$ cat config.mk
export PLATFORM = sky130hd
export DESIGN_NAME = ysyx_22040237_mem_arb_flat
export DESIGN_NICKNAME = d
export VERILOG_FILES = /design/src/rtl/ysyx_22040237_mem_arb_pkg.sv /design/src/rtl/ysyx_22040237_mem_arb_if.sv /design/src/rtl/ysyx_22040237_mem_req_reg.sv /design/src/rtl/ysyx_22040237_mem_arb.sv /design/src/flat_wrapper.sv
export SDC_FILE = /design/constraint.sdc
export NUM_CORES = 1
export LEC_CHECK = 0
export ABC_CLOCK_PERIOD_IN_PS = 2300
export CORE_AREA = 2 2 208 210
export CTS_CLUSTER_DIAMETER = 60
export DETAILED_ROUTE_END_ITERATION = 10
export DIE_AREA = 0 0 210 212
export GPL_TIMING_DRIVEN = 0
export PLACE_DENSITY = 0.44
export SYNTH_ARGS = -nofsm -noshare
export SYNTH_HDL_FRONTEND = slang
export SYNTH_SLANG_ARGS = --single-unit
$ cat constraint.sdc
create_clock -name clk -period 2.3 [get_ports clk]
set_clock_uncertainty 0.2 [all_clocks]
set_input_delay 0.345 -clock clk [delete_from_list [all_inputs] [get_ports clk]]
set_output_delay 0.345 -clock clk [all_outputs]
set_load 0.03 [all_outputs]
$ cat src/rtl/ysyx_22040237_mem_arb_pkg.sv
// Shared types for the IFU/LSU memory arbiter: widths, FSM encoding, master IDs
// and the latched request payload.
package ysyx_22040237_mem_arb_pkg;

  localparam int unsigned ADDR_W  = 64;
  localparam int unsigned DATA_W  = 64;
  localparam int unsigned WMASK_W = DATA_W / 8;

  typedef enum logic [2:0] {
    ARB_IDLE     = 3'd0,
    ARB_REQ_IFU  = 3'd1,
    ARB_REQ_LSU  = 3'd2,
    ARB_WAIT_IFU = 3'd3,
    ARB_WAIT_LSU = 3'd4
  } arb_state_e;

  typedef enum logic {
    MST_IFU = 1'b0,
    MST_LSU = 1'b1
  } mst_id_e;

  typedef struct packed {
    logic [ADDR_W-1:0]  addr;
    logic               wen;
    logic [DATA_W-1:0]  wdata;
    logic [WMASK_W-1:0] wmask;
  } mem_req_t;

endpackage

$ cat src/rtl/ysyx_22040237_mem_arb_if.sv
// Bundle of requester (IFU/LSU) and memory-side signals around the arbiter.
// slave = arbiter view, master = surrounding core/memory view.
interface ysyx_22040237_mem_arb_if;
  import ysyx_22040237_mem_arb_pkg::*;

  logic               ifu_req_valid;
  logic               ifu_req_ready;
  logic [ADDR_W-1:0]  ifu_addr;
  logic               ifu_rsp_valid;
  logic [DATA_W-1:0]  ifu_rsp_data;

  logic               lsu_req_valid;
  logic               lsu_req_ready;
  logic [ADDR_W-1:0]  lsu_addr;
  logic               lsu_wen;
  logic [DATA_W-1:0]  lsu_wdata;
  logic [WMASK_W-1:0] lsu_wmask;
  logic               lsu_rsp_valid;
  logic [DATA_W-1:0]  lsu_rsp_data;

  logic               mem_req_valid;
  logic               mem_req_ready;
  logic [ADDR_W-1:0]  mem_addr;
  logic               mem_wen;
  logic [DATA_W-1:0]  mem_wdata;
  logic [WMASK_W-1:0] mem_wmask;
  logic               mem_rsp_valid;
  logic [DATA_W-1:0]  mem_rsp_data;

  modport slave (
    input  ifu_req_valid, ifu_addr,
    output ifu_req_ready, ifu_rsp_valid, ifu_rsp_data,
    input  lsu_req_valid, lsu_addr, lsu_wen, lsu_wdata, lsu_wmask,
    output lsu_req_ready, lsu_rsp_valid, lsu_rsp_data,
    output mem_req_valid, mem_addr, mem_wen, mem_wdata, mem_wmask,
    input  mem_req_ready, mem_rsp_valid, mem_rsp_data
  );

  modport master (
    output ifu_req_valid, ifu_addr,
    input  ifu_req_ready, ifu_rsp_valid, ifu_rsp_data,
    output lsu_req_valid, lsu_addr, lsu_wen, lsu_wdata, lsu_wmask,
    input  lsu_req_ready, lsu_rsp_valid, lsu_rsp_data,
    input  mem_req_valid, mem_addr, mem_wen, mem_wdata, mem_wmask,
    output mem_req_ready, mem_rsp_valid, mem_rsp_data
  );

endinterface

$ cat src/rtl/ysyx_22040237_mem_req_reg.sv
// Load-enabled register holding the granted memory request, cleared by async reset.
module ysyx_22040237_mem_req_reg
  import ysyx_22040237_mem_arb_pkg::*;
(
  input  logic     clk,
  input  logic     rst,
  input  logic     load,
  input  mem_req_t d,
  output mem_req_t q
);

  always_ff @(posedge clk or negedge rst) begin
    if (!rst)      q <= '0;
    else if (load) q <= d;
  end

endmodule

$ cat src/rtl/ysyx_22040237_mem_arb.sv
// Two-master (IFU/LSU) to one-slave memory arbiter: one outstanding transaction,
// grant held until the memory response is routed back to its owner.
module ysyx_22040237_mem_arb
  import ysyx_22040237_mem_arb_pkg::*;
(
  input  logic                     clk,
  input  logic                     rst,
  ysyx_22040237_mem_arb_if.slave   bus
);

  arb_state_e state_q, state_d;
  logic       last_lsu_q, last_lsu_d;
  logic       sel_ifu_c, sel_lsu_c, load_c;
  mem_req_t   req_d_c, req_q;
  logic       in_wait_c;
  mst_id_e    owner_c;

  always_ff @(posedge clk or negedge rst) begin
    if (!rst) begin
      state_q    <= ARB_IDLE;
      last_lsu_q <= 1'b0;
    end else begin
      state_q    <= state_d;
      last_lsu_q <= last_lsu_d;
    end
  end

  // Next state, arbitration and request capture
  always_comb begin
    state_d    = state_q;
    last_lsu_d = last_lsu_q;
    sel_ifu_c  = 1'b0;
    sel_lsu_c  = 1'b0;
    load_c     = 1'b0;
    req_d_c    = '0;
    unique case (state_q)
      ARB_IDLE: begin
        // LSU wins unless it also won last time and IFU is waiting
        sel_lsu_c = bus.lsu_req_valid & ~(last_lsu_q & bus.ifu_req_valid);
        sel_ifu_c = bus.ifu_req_valid & ~sel_lsu_c;
        if (sel_lsu_c) begin
          load_c        = 1'b1;
          req_d_c.addr  = bus.lsu_addr;
          req_d_c.wen   = bus.lsu_wen;
          req_d_c.wdata = bus.lsu_wdata;
          req_d_c.wmask = bus.lsu_wen ? bus.lsu_wmask : '0;
          last_lsu_d    = 1'b1;
          state_d       = ARB_REQ_LSU;
        end else if (sel_ifu_c) begin
          load_c        = 1'b1;
          req_d_c.addr  = bus.ifu_addr;
          last_lsu_d    = 1'b0;
          state_d       = ARB_REQ_IFU;
        end
      end
      ARB_REQ_IFU:  if (bus.mem_req_ready) state_d = ARB_WAIT_IFU;
      ARB_REQ_LSU:  if (bus.mem_req_ready) state_d = ARB_WAIT_LSU;
      ARB_WAIT_IFU: if (bus.mem_rsp_valid) state_d = ARB_IDLE;
      ARB_WAIT_LSU: if (bus.mem_rsp_valid) state_d = ARB_IDLE;
      default:      state_d = ARB_IDLE;
    endcase
  end

  ysyx_22040237_mem_req_reg u_req_reg (
    .clk  (clk),
    .rst  (rst),
    .load (load_c),
    .d    (req_d_c),
    .q    (req_q)
  );

  assign in_wait_c = (state_q == ARB_WAIT_IFU) || (state_q == ARB_WAIT_LSU);
  assign owner_c   = (state_q == ARB_WAIT_LSU) ? MST_LSU : MST_IFU;

  // Readies are held low while reset is asserted so no handshake is seen then
  assign bus.ifu_req_ready = rst & sel_ifu_c;
  assign bus.lsu_req_ready = rst & sel_lsu_c;

  assign bus.mem_req_valid = (state_q == ARB_REQ_IFU) || (state_q == ARB_REQ_LSU);
  assign bus.mem_addr      = req_q.addr;
  assign bus.mem_wen       = req_q.wen;
  assign bus.mem_wdata     = req_q.wdata;
  assign bus.mem_wmask     = req_q.wmask;

  assign bus.ifu_rsp_valid = in_wait_c & (owner_c == MST_IFU) & bus.mem_rsp_valid;
  assign bus.lsu_rsp_valid = in_wait_c & (owner_c == MST_LSU) & bus.mem_rsp_valid;
  assign bus.ifu_rsp_data  = (in_wait_c && owner_c == MST_IFU) ? bus.mem_rsp_data : '0;
  assign bus.lsu_rsp_data  = (in_wait_c && owner_c == MST_LSU && !req_q.wen) ?
                             bus.mem_rsp_data : '0;

endmodule

$ cat src/flat_wrapper.sv
// flat-port wrapper written by rule: the top's interface ports become plain ports
module ysyx_22040237_mem_arb_flat import ysyx_22040237_mem_arb_pkg::*;
  (clk, rst, bus_ifu_req_valid, bus_ifu_addr, bus_ifu_req_ready, bus_ifu_rsp_valid, bus_ifu_rsp_data, bus_lsu_req_valid, bus_lsu_addr, bus_lsu_wen, bus_lsu_wdata, bus_lsu_wmask, bus_lsu_req_ready, bus_lsu_rsp_valid, bus_lsu_rsp_data, bus_mem_req_valid, bus_mem_addr, bus_mem_wen, bus_mem_wdata, bus_mem_wmask, bus_mem_req_ready, bus_mem_rsp_valid, bus_mem_rsp_data);
  ysyx_22040237_mem_arb_if bus_i ();
  input  logic clk;
  input  logic rst;
  input wire logic [$bits(bus_i.ifu_req_valid)-1:0] bus_ifu_req_valid;
  input wire logic [$bits(bus_i.ifu_addr)-1:0] bus_ifu_addr;
  output wire logic [$bits(bus_i.ifu_req_ready)-1:0] bus_ifu_req_ready;
  output wire logic [$bits(bus_i.ifu_rsp_valid)-1:0] bus_ifu_rsp_valid;
  output wire logic [$bits(bus_i.ifu_rsp_data)-1:0] bus_ifu_rsp_data;
  input wire logic [$bits(bus_i.lsu_req_valid)-1:0] bus_lsu_req_valid;
  input wire logic [$bits(bus_i.lsu_addr)-1:0] bus_lsu_addr;
  input wire logic [$bits(bus_i.lsu_wen)-1:0] bus_lsu_wen;
  input wire logic [$bits(bus_i.lsu_wdata)-1:0] bus_lsu_wdata;
  input wire logic [$bits(bus_i.lsu_wmask)-1:0] bus_lsu_wmask;
  output wire logic [$bits(bus_i.lsu_req_ready)-1:0] bus_lsu_req_ready;
  output wire logic [$bits(bus_i.lsu_rsp_valid)-1:0] bus_lsu_rsp_valid;
  output wire logic [$bits(bus_i.lsu_rsp_data)-1:0] bus_lsu_rsp_data;
  output wire logic [$bits(bus_i.mem_req_valid)-1:0] bus_mem_req_valid;
  output wire logic [$bits(bus_i.mem_addr)-1:0] bus_mem_addr;
  output wire logic [$bits(bus_i.mem_wen)-1:0] bus_mem_wen;
  output wire logic [$bits(bus_i.mem_wdata)-1:0] bus_mem_wdata;
  output wire logic [$bits(bus_i.mem_wmask)-1:0] bus_mem_wmask;
  input wire logic [$bits(bus_i.mem_req_ready)-1:0] bus_mem_req_ready;
  input wire logic [$bits(bus_i.mem_rsp_valid)-1:0] bus_mem_rsp_valid;
  input wire logic [$bits(bus_i.mem_rsp_data)-1:0] bus_mem_rsp_data;
  assign bus_i.ifu_req_valid = bus_ifu_req_valid;
  assign bus_i.ifu_addr = bus_ifu_addr;
  assign bus_ifu_req_ready = bus_i.ifu_req_ready;
  assign bus_ifu_rsp_valid = bus_i.ifu_rsp_valid;
  assign bus_ifu_rsp_data = bus_i.ifu_rsp_data;
  assign bus_i.lsu_req_valid = bus_lsu_req_valid;
  assign bus_i.lsu_addr = bus_lsu_addr;
  assign bus_i.lsu_wen = bus_lsu_wen;
  assign bus_i.lsu_wdata = bus_lsu_wdata;
  assign bus_i.lsu_wmask = bus_lsu_wmask;
  assign bus_lsu_req_ready = bus_i.lsu_req_ready;
  assign bus_lsu_rsp_valid = bus_i.lsu_rsp_valid;
  assign bus_lsu_rsp_data = bus_i.lsu_rsp_data;
  assign bus_mem_req_valid = bus_i.mem_req_valid;
  assign bus_mem_addr = bus_i.mem_addr;
  assign bus_mem_wen = bus_i.mem_wen;
  assign bus_mem_wdata = bus_i.mem_wdata;
  assign bus_mem_wmask = bus_i.mem_wmask;
  assign bus_i.mem_req_ready = bus_mem_req_ready;
  assign bus_i.mem_rsp_valid = bus_mem_rsp_valid;
  assign bus_i.mem_rsp_data = bus_mem_rsp_data;
  ysyx_22040237_mem_arb u_core (.clk(clk), .rst(rst), .bus(bus_i));
endmodule
==> key figures <==
CTS
  • Number of buffers created by CTS: 17
  • Clk root buf: clkbuf_16
  • CTS tree: done
  • Clk slew on worst S/H paths: 0.06 ns
  • Clk_lat worst skew: 0.43 ns
  • H-tree Lvls: 4
  • Clock sink total: roughly 140
  • Worst-case clock buffer depth: 2

Placement
  • Final GP Congestion: between 0.7 and 0.8
  • Detailed-placement wirelength estimate: 29300 um
  • IO buf count: 539
  • Cells after DPL: 1648

Setup path
  • Reg-to-reg startpoint: u_core.state_q[1]
  • CP Launch Type: register
  • R2r endpoint: u_core.u_req_reg.q[120]
  • Crit path arrival time: around 1.9 ns
  • Slack of the worst reg-to-reg path: roughly 0.030 ns
  • Worst r2r path cells: 7
  • Maximum fanout along the worst path: 5
  • Kind of critical path: reg -> out
  • Req. time, crit path: 1.75 ns
  • CP Capture Type: primary output

Global route
  • GRT met3 Usage: 5.55%
  • Initial antenna violation count: 6
  • Gr busiest metal: met2
  • M2 GR Usage: 32.1%
  • First-pass GRT wire length: 53400 um
  • GR Overflow Total: 0
  • GRT Resource Usage Total: 16.6%
  • Largest net degree at the start of global routing: 85
  • Vias in the first global route: 7709
  • Met1 Track Usage GR: 17.3%

Synthesis
  • Most used DFF post-synth: dfrtp_1
  • Netlist cell types: 31
  • Syn Nets: 833
  • Seq cells post-synth: around 140
  • Post-synth EDFFs: 0
  • FFs w/ async S/R, synth: 100%
  • Synth warn: 0
  • Post-Syn Area: 7010 sq um
  • Syn avg cell area: 12.5 sq um
  • Synth Instances: 562
  • Sequential share of the synthesized area: 50.3%

Finish
  • Share of cells above drive strength 1: 35.2%
  • Final core occ: 34.3%
  • Nets: 1412
  • Area of the multi-input gates: 3460 sq um
  • Register area: approximately 3500 sq um
  • Final cell count without fillers: between 1500 and 2000
  • Synthesis-to-finish area growth: 108%
  • FILL cells: around 4300

STA
  • Least-Margin Pin Slew: 0.694 ns
  • Setup violations, final: 62
  • Min setup slack post-route: -0.127 ns
  • Hold Slack: 0.294 ns
  • RSZ-0062 raised after global routing: yes
  • Rel. slew slack: 53.5%
  • Tcrit/Tclk final: 106%
  • Final Hold Fails: 0
  • Peak Freq: 412 MHz
  • Pins Over Slew Limit: 0
  • Post-layout minimum cycle time: approximately 2.4 ns

Hold path
  • Hold Crit Depth: 1
  • HP Class: reg -> reg
  • WHS Endpoint: u_core.u_req_reg.q[48]
  • HP Start: u_core.u_req_reg.q[48]

Die
  • Die area: 44500 sq um
  • Die H: 212 um
  • Initial Util: approximately 16%
  • CORE AREA: 42500 sq um
  • Die W: 210 um
  • FP Rows: 76
  • Io pins: 541

Pwr
  • Worst IR Drop VDD: 475 uV
  • Total chip power: 19.3 mW
  • Pleak: 6.44 nW
  • Power per cell area: 1320 nW/um^2

Drt
  • Via count: 7068
  • Drt total wl: 38200 um
  • WL/cell: 22.5 um
  • Mean number of vias per cell: 4.16
  • Routed Antenna Nets: 0
  • Initial DRC count: 304
  • First-pass DRT Iterations: 5
  • DRC violation count after routing: 0

Flow run
  • Max-Cap Viols: 0

Status
  • Outcome: finished with violations
  • Failing checks: negative setup slack
[power by group]
part / switching, mW / internal (mW)
Combinational: 6.32 / 5.77
Sequential: 0.687 / 3.70
Clock: 1.16 / 1.63
Total: 8.17 / 11.1
[flip-flops by register name (all words and copies together) (netlist names)]
name,count
u_core.last_lsu_q,1
u_core.state_q,3
u_core.u_req_reg.q,137
[through the flow]
| step | setup WS (ns) | cell area [sq um] | TNS [ns] |
|---|---|---|---|
| after CTS | -0.213 | 14100 | -8.71 |
| after global placement | -5.86 | 13100 | -960.61 |
| after detailed placement | -1.20 | 13100 | -124.97 |
| after floorplan | 0.0348 | 7010 | 0 |
| after global routing | -0.200 | 14600 | -9.98 |
| final | -0.127 | 14600 | -4.03 |
[per-layer routing]
metal  vias up  wire [um]
met5         -         17
met4         2        397
met3        31       3040
met2       333      20800
met1      3462      13900
li1       3240          -
[critical path: stages, from the launching register on]
cell and delay [ns]:
dfrtp_1 0.37, buf_6 0.13, or3_4 0.44, nor2_4 0.14, buf_8 0.11, and2_4 0.13, buf_6 0.12
[logic make-up (layout without fill, tap and decap cells)]
| kind of cell | count (synthesis) | after routing | share of synthesized area [%] |
|---|---|---|---|
| flip-flops | 141 | 141 | 50.3 |
| XOR/XNOR | 1 | 1 | 0.125 |
| AO/OA/AOI/OAI | 146 | 146 | 19.3 |
| AND/OR/NAND/NOR | 147 | 147 | 13.1 |
| multiplexers | 64 | 64 | 12.7 |
| other | 0 | 1 | 0 |
| buffers and inverters | 63 | 655 | 4.39 |
[placed cells by master (no fill, tap or decap), types with 3 or more instances in the layout]
cell             netlist  final
a22o_1                72     72
a32o_1                64     64
and2_1               130     34
and2_4                 0     96
buf_12                 0      3
buf_2                 17     21
buf_4                  1     18
buf_6                  6    130
buf_8                  0     13
clkbuf_1              29     13
clkbuf_16              0     22
clkbuf_2               1      9
clkdlybuf4s50_1        0    404
clkinvlp_4             0      3
dfrtp_1              141    138
dfrtp_2                0      3
inv_1                  3      3
inv_6                  0      3
mux2_2                18     18
mux2_4                46     46
nand2_1                5      4
nor2_1                 5      3
[worst max path at each step]
| stage | startpoint | to | cells after the start |
|---|---|---|---|
| 5_1_grt | u_core.state_q[1] | bus_lsu_req_ready | 6 |
| 3_5_place_dp | bus_lsu_req_valid | bus_ifu_req_ready | 6 |
| 2_1_floorplan | u_core.state_q[2] | bus_lsu_req_ready | 6 |
| 3_3_place_gp | rst | u_core.u_req_reg.q[127] | 1 |
| 4_1_cts | u_core.state_q[0] | bus_lsu_req_ready | 6 |
| 6_report | u_core.state_q[1] | bus_lsu_req_ready | 6 |
[repair_timing]
item | CTS | global route
hold endpoints to repair | 57 | 0
cloned | 2 | 3
endpoints found under the setup margin | 177 | 195
hold buffers | 2 | 0
pin swaps | 4 | 12
gates resized for setup | 946 | 168
setup buffers | 14 | 3
[synthesized netlist by cell type, types with 2 or more instances]
cell,number,area share (%)
inv_1,3,0.16
a21o_1,2,0.21
nor2_1,5,0.27
buf_6,6,0.96
and2_1,130,12
clkbuf_1,29,1.6
dfrtp_1,141,50
a22o_1,72,9.0
mux2_2,18,2.9
mux2_4,46,9.9
a21oi_1,2,0.14
a32o_1,64,9.1
nand2_1,5,0.27
buf_1,6,0.32
buf_2,17,1.2
[cell type report]
| cell class | instances | share of cell area [%] |
|---|---|---|
| clock inverters | 12 | 0.936 |
| inverters | 3 | 0.0773 |
| diodes | 1 | 0.0172 |
| repair buffers | 563 | 39.6 |
| well taps | 546 | 4.69 |
| plain buffers | 57 | 3.64 |
| multi-input cells | 358 | 23.7 |
| clock buffers | 20 | 3.06 |
| flip-flops and latches | 141 | 24.2 |
Note: power is estimated with default switching activity, not from simulation.
==> RTL change: new RTL, config.mk and constraints unchanged <==
Set the package constant `DATA_W` to 72 (it was 64).
--- a/src/rtl/ysyx_22040237_mem_arb_pkg.sv
+++ b/src/rtl/ysyx_22040237_mem_arb_pkg.sv
@@ -5,3 +5,3 @@
   localparam int unsigned ADDR_W  = 64;
-  localparam int unsigned DATA_W  = 64;
+  localparam int unsigned DATA_W  = 72;
   localparam int unsigned WMASK_W = DATA_W / 8;
Ports: changed (7 resized); port bits go from 541 to 583. No check against the original RTL was run, so the function may have changed too.
==> RTL change against the original RTL <==
- sequential cell count rose by 9
- design area rose by 6.6%
- critical path depth rose by 1
- clock power rose by 13%
- worst setup slack got worse by 0.074 ns
- sequential power rose by 5.7%
- power rose by 6.9%
- die area did not move
- register-to-register slack improved by 0.02 ns
- the run ends with negative hold slack, negative setup slack left
- combinational power rose by 6%
- routed wire length rose by 6.0%
- area after synthesis rose by 6.0%
==> RTL change: results (changes against the original RTL) <==
outcome=complete, but fails checks (unchanged); failing checks=negative hold slack, negative setup slack (was negative setup slack); top cells by area, synth=dfrtp_1, and2_1, a22o_1, mux2_4, a32o_1 (was dfrtp_1, and2_1, mux2_4, a32o_1, a22o_1); fin worst setup slack=-0.201 ns (was -0.127 ns); Final TNS setup=-16.55 ns (was -4.03 ns); Post-Place Worst Slack=-1.31 ns (was -1.20 ns); Cell variety after synth=30 (was 31); Routed Wire Length=40.5 mm (was 38.2 mm); Worst Path Max Fanout=10 (was 5); leakage=0.00691 uW (was 0.00644 uW); Hold Crit Class=in -> async (was reg -> reg); global-route wire length before repair=56.6 mm (was 53.4 mm); worst vdd ir=500 uV (was 475 uV); biggest regs=u_core.u_req_reg.q (146), u_core.state_q (3), u_core.last_lsu_q (1) (was u_core.u_req_reg.q (137), u_core.state_q (3), u_core.last_lsu_q (1)); crit path DAT=1.96 ns (was 1.88 ns); Final GP Congestion=0.827 (was 0.794); number of global-route vias before repair=8143 (was 7709); Post-synth top cells=dfrtp_1, and2_1, a22o_1, a32o_1, mux2_4 (unchanged); layout cells sized above 1=35.6% (was 35.2%); largest net degree at the start of global routing=106 (was 85); hpwl dp=32.1 mm (was 29.3 mm); Final setup violation count=140 (was 62); R2R setup slack=0.05 ns (was 0.03 ns); Mapped Nets=887 (was 833); Largest delay share family, worst path=buffers and inverters (was simple AND/OR/NAND/NOR gates); Hold Fails Final Rpt=46 (was 0); DRT iter0 DRCs=269 (was 304); Worst path max stage delay=0.37 ns (was 0.44 ns); # fillers=4259 (was 4285); initial antenna violation count=13 (was 6); vias per inst=4.21 (was 4.16); Port Buffers=581 (was 539); WHS=-0.374 ns (was 0.294 ns); FF-to-FF End=u_core.u_req_reg.q[88]$_DFFE_PN0P_ (was u_core.u_req_reg.q[120]$_DFFE_PN0P_)
RTL change: final cells by class:
type | instances | area share (%)
repair buffers | 602 | 39.7
flip-flops and latches | 150 | 24.2
multi-input cells | 383 | 23.8
well taps | 546 | 4.40
plain buffers | 60 | 3.62
clock buffers | 19 | 2.92
clock inverters | 12 | 1.23
diodes | 9 | 0.145
inverters | 3 | 0.0725
RTL change: what timing repair did:
item	in CTS	in global routing
cloned	0	3
gates resized for setup	863	432
pin swaps	5	13
hold endpoints to repair	46	46
buffers inserted	10	7
setup endpoints to repair	224	270
RTL change: through the flow:
stage / cells / hold WS, ns / total power (uW) / instance area (um2)
finish: 1784 / -0.374 / 20600 / 15500
floorplan: 599 / -0.151 / 11300 / 7430
global route: 1780 / -0.361 / 21600 / 15500
CTS: 1765 / -0.381 / 20100 / 14900
detailed placement: 1727 / 0.0932 / 16500 / 14000
global placement: 1726 / 0.284 / 16600 / 13900
RTL change: metal layers:
metal	part of all wire [%]	vias to the layer above	wire [um]	global-route usage, %
met1	36	3690	14700	18.8
li1	-	3458	-	-
met3	7.3	34	2950	5.08
met5	0	-	0	0
met4	1.9	0	765	5.48
met2	54	323	22100	33.0
RTL change: logic make-up (layout without fill, tap and decap cells):
kind of cell,Yosys count,count (layout),synth area share (%)
and+or+nand+nor,163,163,13.7
DFF,150,150,50.5
muxes,64,64,12.1
AOI/OAI and AO/OA,155,155,19.3
other,0,9,0
xor gates and xnor gates,1,1,0.118
buffers and inverters,66,696,4.31
RTL change: power by group through the flow:
stage	Combinational (uW)	Sequential, uW	Clock, uW
after CTS	12200	4640	3250
after floorplan	4240	7080	0
after global routing	13400	4810	3350
final	12800	4640	3150
after detailed placement	11900	4650	0
after global placement	11900	4630	0
